`config.mk`:
```
export PLATFORM = sky130hd
export DESIGN_NAME = mem_port_arbiter_flat
export DESIGN_NICKNAME = d
export VERILOG_FILES = /design/src/rtl/mem_port_arbiter_if.sv /design/src/rtl/mem_port_arbiter.sv /design/src/flat_wrapper.sv
export SDC_FILE = /design/constraint.sdc
export NUM_CORES = 1
export LEC_CHECK = 0
export BUFFER_PORTS_ARGS = -buffer_cell sky130_fd_sc_hd__buf_2
export CAP_MARGIN = 0
export CORE_MARGIN = 2
export CORE_UTILIZATION = 46
export DETAILED_ROUTE_END_ITERATION = 7
export GPL_TIMING_DRIVEN = 0
export PLACE_DENSITY_LB_ADDON = 0.2
export SLEW_MARGIN = 10
export SYNTH_ARGS = -nofsm -noshare
export SYNTH_HDL_FRONTEND = slang
export SYNTH_SLANG_ARGS = --single-unit
```
`constraint.sdc`:
```
create_clock -name i_clk -period 3 [get_ports i_clk]
set_input_delay 0.45 -clock i_clk [delete_from_list [all_inputs] [get_ports i_clk]]
set_output_delay 0.45 -clock i_clk [all_outputs]
set_load 0.05 [all_outputs]
```
`src/rtl/mem_port_arbiter_if.sv`:
```
// Cache-side and memory-side bundle of the memory port arbiter.
// slave faces the arbiter, master faces the caches/memory model.
interface mem_port_arbiter_if #(
  parameter int ADDR_W = 32,
  parameter int DATA_W = 32
);
  logic              i_ic_req;
  logic [ADDR_W-1:0] i_ic_addr;
  logic              o_ic_beat;
  logic [DATA_W-1:0] o_ic_rdata;
  logic              o_ic_done;
  logic              i_dc_req;
  logic              i_dc_we;
  logic [ADDR_W-1:0] i_dc_addr;
  logic [DATA_W-1:0] i_dc_wdata;
  logic              o_dc_beat;
  logic [DATA_W-1:0] o_dc_rdata;
  logic              o_dc_done;
  logic              o_mem_ren;
  logic              o_mem_wen;
  logic [ADDR_W-1:0] o_mem_addr;
  logic [DATA_W-1:0] o_mem_wdata;
  logic              i_mem_ready;
  logic [DATA_W-1:0] i_mem_rdata;

  modport slave (
    input  i_ic_req, i_ic_addr,
    output o_ic_beat, o_ic_rdata, o_ic_done,
    input  i_dc_req, i_dc_we, i_dc_addr, i_dc_wdata,
    output o_dc_beat, o_dc_rdata, o_dc_done,
    output o_mem_ren, o_mem_wen, o_mem_addr, o_mem_wdata,
    input  i_mem_ready, i_mem_rdata
  );

  modport master (
    output i_ic_req, i_ic_addr,
    input  o_ic_beat, o_ic_rdata, o_ic_done,
    output i_dc_req, i_dc_we, i_dc_addr, i_dc_wdata,
    input  o_dc_beat, o_dc_rdata, o_dc_done,
    input  o_mem_ren, o_mem_wen, o_mem_addr, o_mem_wdata,
    output i_mem_ready, i_mem_rdata
  );
endinterface

```
`src/rtl/mem_port_arbiter.sv`:
```
// Round-robin owner of the single memory port for I/D cache bursts.
// Owner gets a fixed-length burst of sequential word beats.
module mem_port_arbiter #(
  parameter int BURST_WORDS = 4,
  parameter int ADDR_W      = 32,
  parameter int DATA_W      = 32
) (
  input logic i_clk,
  input logic i_rst,
  mem_port_arbiter_if.slave bus
);
  localparam int CW = (BURST_WORDS > 1) ? $clog2(BURST_WORDS) : 1;

  typedef enum logic [1:0] {
    IDLE,
    OWN_IC,
    OWN_DC
  } state_t;

  state_t            state;
  logic [CW-1:0]     beat;
  logic [ADDR_W-1:0] base;
  logic              we_q;
  logic              last_dc;
  logic [DATA_W-1:0] ic_rd_q;
  logic [DATA_W-1:0] dc_rd_q;

  logic              own_ic;
  logic              own_dc;
  logic              last_beat;
  logic [ADDR_W-1:0] offset;

  assign own_ic    = (state == OWN_IC);
  assign own_dc    = (state == OWN_DC);
  assign last_beat = (beat == CW'(BURST_WORDS - 1));
  assign offset    = ADDR_W'({beat, 2'b00});

  assign bus.o_mem_ren   = own_ic | (own_dc & ~we_q);
  assign bus.o_mem_wen   = own_dc & we_q;
  assign bus.o_mem_addr  = (own_ic | own_dc) ? base + offset : '0;
  assign bus.o_mem_wdata = (own_dc & we_q) ? bus.i_dc_wdata : '0;

  assign bus.o_ic_beat = own_ic & bus.i_mem_ready;
  assign bus.o_ic_done = bus.o_ic_beat & last_beat;
  assign bus.o_dc_beat = own_dc & bus.i_mem_ready;
  assign bus.o_dc_done = bus.o_dc_beat & last_beat;

  // Read data is bypassed on the beat so it is valid with the pulse,
  // then held in the register until the next beat of that requester.
  assign bus.o_ic_rdata = bus.o_ic_beat ? bus.i_mem_rdata : ic_rd_q;
  assign bus.o_dc_rdata = (bus.o_dc_beat & ~we_q) ? bus.i_mem_rdata
                                                  : dc_rd_q;

  // Grant, beat counting and read-data capture.
  always_ff @(posedge i_clk) begin
    if (i_rst) begin
      state   <= IDLE;
      beat    <= '0;
      base    <= '0;
      we_q    <= 1'b0;
      last_dc <= 1'b0;
      ic_rd_q <= '0;
      dc_rd_q <= '0;
    end else begin
      unique case (state)
        IDLE: begin
          beat <= '0;
          if (bus.i_dc_req && (!bus.i_ic_req || !last_dc)) begin
            state   <= OWN_DC;
            base    <= bus.i_dc_addr;
            we_q    <= bus.i_dc_we;
            last_dc <= 1'b1;
          end else if (bus.i_ic_req) begin
            state   <= OWN_IC;
            base    <= bus.i_ic_addr;
            we_q    <= 1'b0;
            last_dc <= 1'b0;
          end
        end
        OWN_IC: begin
          if (bus.i_mem_ready) begin
            ic_rd_q <= bus.i_mem_rdata;
            beat    <= last_beat ? '0 : beat + CW'(1);
            if (last_beat) state <= IDLE;
          end
        end
        OWN_DC: begin
          if (bus.i_mem_ready) begin
            if (!we_q) dc_rd_q <= bus.i_mem_rdata;
            beat <= last_beat ? '0 : beat + CW'(1);
            if (last_beat) state <= IDLE;
          end
        end
        default: state <= IDLE;
      endcase
    end
  end
endmodule
```
`src/flat_wrapper.sv`:
```
// flat-port wrapper written by rule: the top's interface ports become plain ports
module mem_port_arbiter_flat 
#(
  parameter int BURST_WORDS = 4,
  parameter int ADDR_W      = 32,
  parameter int DATA_W      = 32
)
  (i_clk, i_rst, bus_i_ic_req, bus_i_ic_addr, bus_o_ic_beat, bus_o_ic_rdata, bus_o_ic_done, bus_i_dc_req, bus_i_dc_we, bus_i_dc_addr, bus_i_dc_wdata, bus_o_dc_beat, bus_o_dc_rdata, bus_o_dc_done, bus_o_mem_ren, bus_o_mem_wen, bus_o_mem_addr, bus_o_mem_wdata, bus_i_mem_ready, bus_i_mem_rdata);
  mem_port_arbiter_if #(.ADDR_W(ADDR_W), .DATA_W(DATA_W)) bus_i ();
  input logic i_clk;
  input logic i_rst;
  input wire logic [$bits(bus_i.i_ic_req)-1:0] bus_i_ic_req;
  input wire logic [$bits(bus_i.i_ic_addr)-1:0] bus_i_ic_addr;
  output wire logic [$bits(bus_i.o_ic_beat)-1:0] bus_o_ic_beat;
  output wire logic [$bits(bus_i.o_ic_rdata)-1:0] bus_o_ic_rdata;
  output wire logic [$bits(bus_i.o_ic_done)-1:0] bus_o_ic_done;
  input wire logic [$bits(bus_i.i_dc_req)-1:0] bus_i_dc_req;
  input wire logic [$bits(bus_i.i_dc_we)-1:0] bus_i_dc_we;
  input wire logic [$bits(bus_i.i_dc_addr)-1:0] bus_i_dc_addr;
  input wire logic [$bits(bus_i.i_dc_wdata)-1:0] bus_i_dc_wdata;
  output wire logic [$bits(bus_i.o_dc_beat)-1:0] bus_o_dc_beat;
  output wire logic [$bits(bus_i.o_dc_rdata)-1:0] bus_o_dc_rdata;
  output wire logic [$bits(bus_i.o_dc_done)-1:0] bus_o_dc_done;
  output wire logic [$bits(bus_i.o_mem_ren)-1:0] bus_o_mem_ren;
  output wire logic [$bits(bus_i.o_mem_wen)-1:0] bus_o_mem_wen;
  output wire logic [$bits(bus_i.o_mem_addr)-1:0] bus_o_mem_addr;
  output wire logic [$bits(bus_i.o_mem_wdata)-1:0] bus_o_mem_wdata;
  input wire logic [$bits(bus_i.i_mem_ready)-1:0] bus_i_mem_ready;
  input wire logic [$bits(bus_i.i_mem_rdata)-1:0] bus_i_mem_rdata;
  assign bus_i.i_ic_req = bus_i_ic_req;
  assign bus_i.i_ic_addr = bus_i_ic_addr;
  assign bus_o_ic_beat = bus_i.o_ic_beat;
  assign bus_o_ic_rdata = bus_i.o_ic_rdata;
  assign bus_o_ic_done = bus_i.o_ic_done;
  assign bus_i.i_dc_req = bus_i_dc_req;
  assign bus_i.i_dc_we = bus_i_dc_we;
  assign bus_i.i_dc_addr = bus_i_dc_addr;
  assign bus_i.i_dc_wdata = bus_i_dc_wdata;
  assign bus_o_dc_beat = bus_i.o_dc_beat;
  assign bus_o_dc_rdata = bus_i.o_dc_rdata;
  assign bus_o_dc_done = bus_i.o_dc_done;
  assign bus_o_mem_ren = bus_i.o_mem_ren;
  assign bus_o_mem_wen = bus_i.o_mem_wen;
  assign bus_o_mem_addr = bus_i.o_mem_addr;
  assign bus_o_mem_wdata = bus_i.o_mem_wdata;
  assign bus_i.i_mem_ready = bus_i_mem_ready;
  assign bus_i.i_mem_rdata = bus_i_mem_rdata;
  mem_port_arbiter #(.BURST_WORDS(BURST_WORDS), .ADDR_W(ADDR_W), .DATA_W(DATA_W)) u_core (.i_clk(i_clk), .i_rst(i_rst), .bus(bus_i));
endmodule
```
After elaboration in Yosys (flattened, before gate mapping):

Index checks and enable logic that the tools add are counted.

* reductions and logical operators: 13
* divide/modulo/power cells: 0
* multipliers: 0
* bitwise operators: 10
* equality and inequality tests: 6
* shift-type cells: 0
* magnitude comparators: 0
* add/subtract/negate cells: 2
* multiplexer cells: 17

Operators by type and width (number)
* $mux 32: 6
* $add 32x4->32: 1
* $mux 2: 6
* $pmux 2 s2: 2
* $and 1x1->1: 7
* $reduce_and 2->1: 3
* $reduce_and 3->1: 2
* $eq 2x2->1 const B: 2
* $ne 2x1->1 const B: 2
* $reduce_bool 2->1: 2
* $mux 1: 3
* $ne 3x2->1 const B: 1
* $add 2x1->2 const B: 1
* $eq 2x1->1 const B: 1
* $logic_not 1->1: 2
* $logic_not 2->1: 1
* $or 1x1->1: 2
* $reduce_or 2->1: 1
* $logic_and 1x1->1: 1
* $logic_or 1x1->1: 1
* $not 1->1: 1

* output and inout bits: 134
* input bits: 134
* RAM bits: 0
* latch bits: 0
* memories kept: 0
* memory bits (read-only): 0
* flip-flop bits (word level): 102

Depth between registers and ports, before layout:

* depth after elaboration: 5
* gate-level depth with buffers: 8
* gate-level depth less buffers: 6

Worst setup path before layout:

OpenSTA, ideal clock, no wires.

* path kind: register to output
* from: register u_core.beat[0]
* to: output port bus_o_mem_addr[28]
* arrival: 2646 ps
* slack: -96 ps
* stages on the path, launching flop included: 9
* data required time: 2550 ps
* cell sequence: dfxtp_1 > ha_1 > fa_1 > and4_1 > buf_2 > nand3_1 > clkbuf_1 > or4_1 > a21oi_1

* longest elaborated chain between the ends: 2

Ends and longest elaborated chain
* start: declaration: line mem_port_arbiter.sv:21 `logic [CW-1:0] beat;`
* start signal: assignment: line mem_port_arbiter.sv:83 `beat <= last_beat ? '0 : beat + CW'(1);`
* start signal: assignment: line mem_port_arbiter.sv:90 `beat <= last_beat ? '0 : beat + CW'(1);`
* $add 32x4->32: line mem_port_arbiter.sv:40 `assign bus.o_mem_addr = (own_ic | own_dc) ? base + offset : '0;`
* $mux 32: line mem_port_arbiter.sv:40
* end: declaration: line flat_wrapper.sv:26 `output wire logic [$bits(bus_i.o_mem_addr)-1:0] bus_o_mem_addr;`

No other way between the ends.

Worst setup path in the final report:

* from: register u_core.beat[0]
* to: output port bus_o_mem_addr[27]

Same word-level chain as after synthesis.

==> reports/qor.log <==
qor: critical_path.cp_cell_sequence ha_4, buf_4, a21oi_4, or4b_4, buf_8, or4_4, a21oi_2, buf_6
qor: timing.worst_slew_pin_slew 715 ps
qor: power.power_frac_seq 0.330
qor: timing.totalNegativeSetupSlack 0 ps
qor: place.place_congestion 0.898
qor: power.vdd.ir_drop.worst 0.377 mV
qor: synthesis.syn-instance-count 567
qor: power.fin_total_pwr 5.20 mW
qor: floorplan.row_count 39
qor: detailed_routing.detailroute.wirelength.met2 8.25 mm
qor: global_route.number_of_global_route_vias_before_repair 5,176
qor: place.placement.setup.worst_slack -44.0 ps
qor: synthesis.area_share_of_the_largest_cell_type_after_synthesis 0.387
qor: hold_path.min_path_type input port to flop
qor: place.dp_hpwl 12.4 mm
qor: critical_path.worstPathArrival 2540 ps
qor: critical_path.timing.critical_path.required 2550 ps
qor: place.io_buffer_count 265
qor: synthesis.ys_types 43
qor: floorplan.design.die.area 12,300 µm²
qor: finish.multi_input_comb_area 3120 µm²
qor: detailed_routing.detailedRoute.firstIterationViolations 205
qor: timing.finalWorstPathRequiredPeriod 2990 ps
qor: global_route.gr-usage-all-layers 0.251
qor: synthesis.synth_top_cell_by_area sky130_fd_sc_hd__dfxtp_1
qor: timing.grt_setup_unrepaired true
qor: finish.post_route_cells_drive_above_1_share 0.459
qor: clocking.cts.reportedPaths.clkPinSlew 70 ps
qor: clocking.cts.root.buffer_cell sky130_fd_sc_hd__clkbuf_16
qor: synthesis.synth_sequential_area_ratio 0.387
qor: global_route.grt_antenna_before_repair 1
qor: floorplan.floorplan.initialDensity 0.466
qor: floorplan.chipWidth 111 µm
qor: clocking.max-clock-path-buffers 2
qor: power.switching_share 0.439
qor: critical_path.crit_path_top_delay_cell sky130_fd_sc_hd__or4b_4
qor: detailed_routing.drt_first_pass_iters 5
qor: synthesis.ys_ff_latch 102
qor: critical_path.critical_path.endpoint_type output port
qor: critical_path.criticalPathCategory flop to output port
qor: place.placed_cells 975
qor: power.power_density_of_the_placed_cells 706 nW/µm²
qor: finish.post_layout_nonfiller_instances 1,000
qor: finish.storage_element_area 2060 µm²
qor: synthesis.synth.cell_area 5270 µm²
qor: timing.setup_violations 0
qor: timing.relSlewSlack 0.516
qor: timing.timing_max_transition_violations_final 0
qor: global_route.grt_pass1_wl 25.0 mm
qor: timing.clock.fmax 334 MHz
qor: synthesis.syn-mean-instance-area 9.29 µm²
qor: power.internal_power 2.92 mW
qor: finish.post-route-util 0.651
qor: detailed_routing.antenna_left 0
qor: clocking.cts_buffers 9
qor: finish.fillCellCount 950
qor: run.drv.max_cap_violation_count 0
qor: clocking.cts.sink_count 102
qor: power.switchingPower 2.29 mW
qor: timing.postLayoutSetupSlackWorst 9.71 ps
qor: outcome.outcome complete, no violations
qor: global_route.grt_start_max_net_pins 19
qor: global_route.grt.overflow.total 0
qor: clocking.cts_htree_levels 3
qor: synthesis.netlist_top_cells_area sky130_fd_sc_hd__dfxtp_1 39%, sky130_fd_sc_hd__mux2_2 14%, sky130_fd_sc_hd__nor2b_1 7.8%, sky130_fd_sc_hd__mux2i_1 6.3%, sky130_fd_sc_hd__a211oi_1 4.6%
qor: clocking.tritoncts built
qor: synthesis.yosysWarnings 0
qor: timing.timing.clock.skew 7.15 ps
qor: power.power.static_leakage 3.71 nW
qor: place.placed_instance_area 6800 µm²
qor: detailed_routing.met3_length 1.05 mm
qor: critical_path.critPathMaxFanout 10
qor: detailed_routing.top_signal_layer_used met4
qor: detailed_routing.wl_met1 6.32 mm
qor: finish.nNetsFinal 992
qor: power.combinational_fraction_of_design_power 0.438
qor: detailed_routing.wl_per_cell 16.1 µm
qor: timing.worst_hold_slack 372 ps
qor: floorplan.io_pins 268
qor: finish.final_area 7370 µm²
qor: power.power_frac_clock 0.232
qor: critical_path.start_kind flop
qor: detailed_routing.post_drt_via_cell_ratio 5.29
qor: timing.finalCritPeriodShare 0.997
qor: synthesis.mappedNetlistNets 708
qor: finish.syn2layout_area_growth 39.9%
qor: timing.finalHoldViolCount 0
qor: detailed_routing.drt_wl_total 16.1 mm
qor: clocking.clock_latency 350 ps
qor: critical_path.crit_path_max_incr_delay 530 ps
qor: floorplan.chipHeight 111 µm
qor: detailed_routing.via_count 5,287
qor: detailed_routing.route.detailed.drc 0
qor: floorplan.core_region_area 11,300 µm²
## routing by layer
layer	vias to the layer above	track usage
li1	2569	-
met1	2491	0.279
met2	200	0.464
met3	27	0.0552
met4	0	0.0988
met5	-	0
## critical path: cells and delay by family, from the launching register on
kind	cells	cell delay [ps]
buf+inv	3	460
fa+ha+maj	1	160
simple gates	2	950
flops	1	370
compound gates	2	250
## logic make-up after synthesis
kind of cell | synth area share
adder cells (fa/ha/maj) | 0.0180
multiplexers | 0.202
AND/OR/NAND/NOR | 0.235
buffers and inverters | 0.0415
XOR/XNOR | 0.0233
AO/OA/AOI/OAI | 0.0928
flip-flops | 0.387
## worst paths after layout
path / startpoint / endpoint / slack, ps / cells past startpoint
min: bus_i_dc_we / u_core.we_q$_SDFFE_PP0P_ / 370 / 3
max reg2reg: u_core.state[0]$_SDFFE_PP0P_ / u_core.base[21]$_SDFFE_PP0P_ / 770 / 8
max: u_core.beat[0]$_SDFFE_PP0P_ / bus_o_mem_addr[27] / 10 / 8
min reg2reg: u_core.last_dc$_SDFFE_PP0P_ / u_core.last_dc$_SDFFE_PP0P_ / 500 / 1
## final cells by class
class | count | area share
multi-input cells | 411 | 0.424
well taps | 143 | 0.0243
inverters | 8 | 0.00407
plain buffers | 46 | 0.0299
clock inverters | 6 | 0.0107
repair buffers | 273 | 0.197
diodes | 1 | 0.000340
flip-flops and latches | 102 | 0.279
clock buffers | 10 | 0.0311
## power groups by stage
stage          Sequential, mW  Clock (mW)  Combinational (mW)
2_1_floorplan            1.69           0                1.71
3_3_place_gp             1.72           0                2.18
3_5_place_dp             1.73           0                2.22
4_1_cts                  1.71        1.23                2.27
5_1_grt                  1.74        1.29                2.43
6_report                 1.72        1.21                2.28
## repair_timing
item	in CTS	in global routing
buffers inserted	1	6
resized for setup	34	19
cloned	0	1
hold endpoints to repair	0	0
hold buffers	0	0
setup endpoints to repair	22	36
pin swaps	5	9
## placed cells by master (no fill, tap or decap), drive strengths merged
cell,n
nor3b,1
o31ai,10
or2,1
xnor2,6
o21a,2
nor3,4
nor2b,66
clkbuf,42
a21o,2
nor2,50
mux2,65
o31a,1
a21boi,1
nand2b,1
clkinv,2
a21oi,19
a31oi,2
bufinv,1
nand3,9
or3,1
nand2,16
a311oi,1
and2,7
o21ai,2
nand4,8
ha,6
fa,1
xor2,8
nor4,2
and3,35
a211oi,32
or4,10
mux2i,33
or4b,1
nor4b,2
and4,6
diode,1
inv,11
buf,287
dfxtp,102
## sequential cells by signal, summed over array words and instances (netlist names)
register / count
u_core.we_q: 1
u_core.ic_rd_q: 32
u_core.beat: 2
u_core.state: 2
u_core.base: 32
u_core.dc_rd_q: 32
u_core.last_dc: 1
## cells in the mapped netlist
master and count:
sky130_fd_sc_hd__dfxtp_1 102, sky130_fd_sc_hd__nor2b_1 66, sky130_fd_sc_hd__mux2_2 65, sky130_fd_sc_hd__nor2_1 50, sky130_fd_sc_hd__and3_1 34, sky130_fd_sc_hd__mux2i_1 33
sky130_fd_sc_hd__a211oi_1 32, sky130_fd_sc_hd__clkbuf_1 30, sky130_fd_sc_hd__a21oi_1 19, sky130_fd_sc_hd__nand2_1 16, sky130_fd_sc_hd__o31ai_1 10, sky130_fd_sc_hd__or4_1 10
sky130_fd_sc_hd__nand3_1 9, sky130_fd_sc_hd__buf_1 8, sky130_fd_sc_hd__nand4_1 8, sky130_fd_sc_hd__xor2_1 8, sky130_fd_sc_hd__and2_1 7, sky130_fd_sc_hd__buf_2 7
sky130_fd_sc_hd__inv_1 7, sky130_fd_sc_hd__ha_1 6, sky130_fd_sc_hd__xnor2_1 6, sky130_fd_sc_hd__and4_1 5, sky130_fd_sc_hd__nor3_1 4, sky130_fd_sc_hd__a31oi_1 2
sky130_fd_sc_hd__nor4_1 2, sky130_fd_sc_hd__nor4b_1 2, sky130_fd_sc_hd__o21a_1 2, sky130_fd_sc_hd__o21ai_0 2, sky130_fd_sc_hd__a21boi_0 1, sky130_fd_sc_hd__a21o_1 1
sky130_fd_sc_hd__a21o_2 1, sky130_fd_sc_hd__a311oi_1 1, sky130_fd_sc_hd__and3_2 1, sky130_fd_sc_hd__and4_4 1, sky130_fd_sc_hd__buf_6 1, sky130_fd_sc_hd__fa_1 1
sky130_fd_sc_hd__inv_2 1, sky130_fd_sc_hd__nand2b_1 1, sky130_fd_sc_hd__nor3b_1 1, sky130_fd_sc_hd__o31a_1 1, sky130_fd_sc_hd__or2_2 1, sky130_fd_sc_hd__or3_1 1
sky130_fd_sc_hd__or4b_4 1
(Power assumes the default switching activity.)
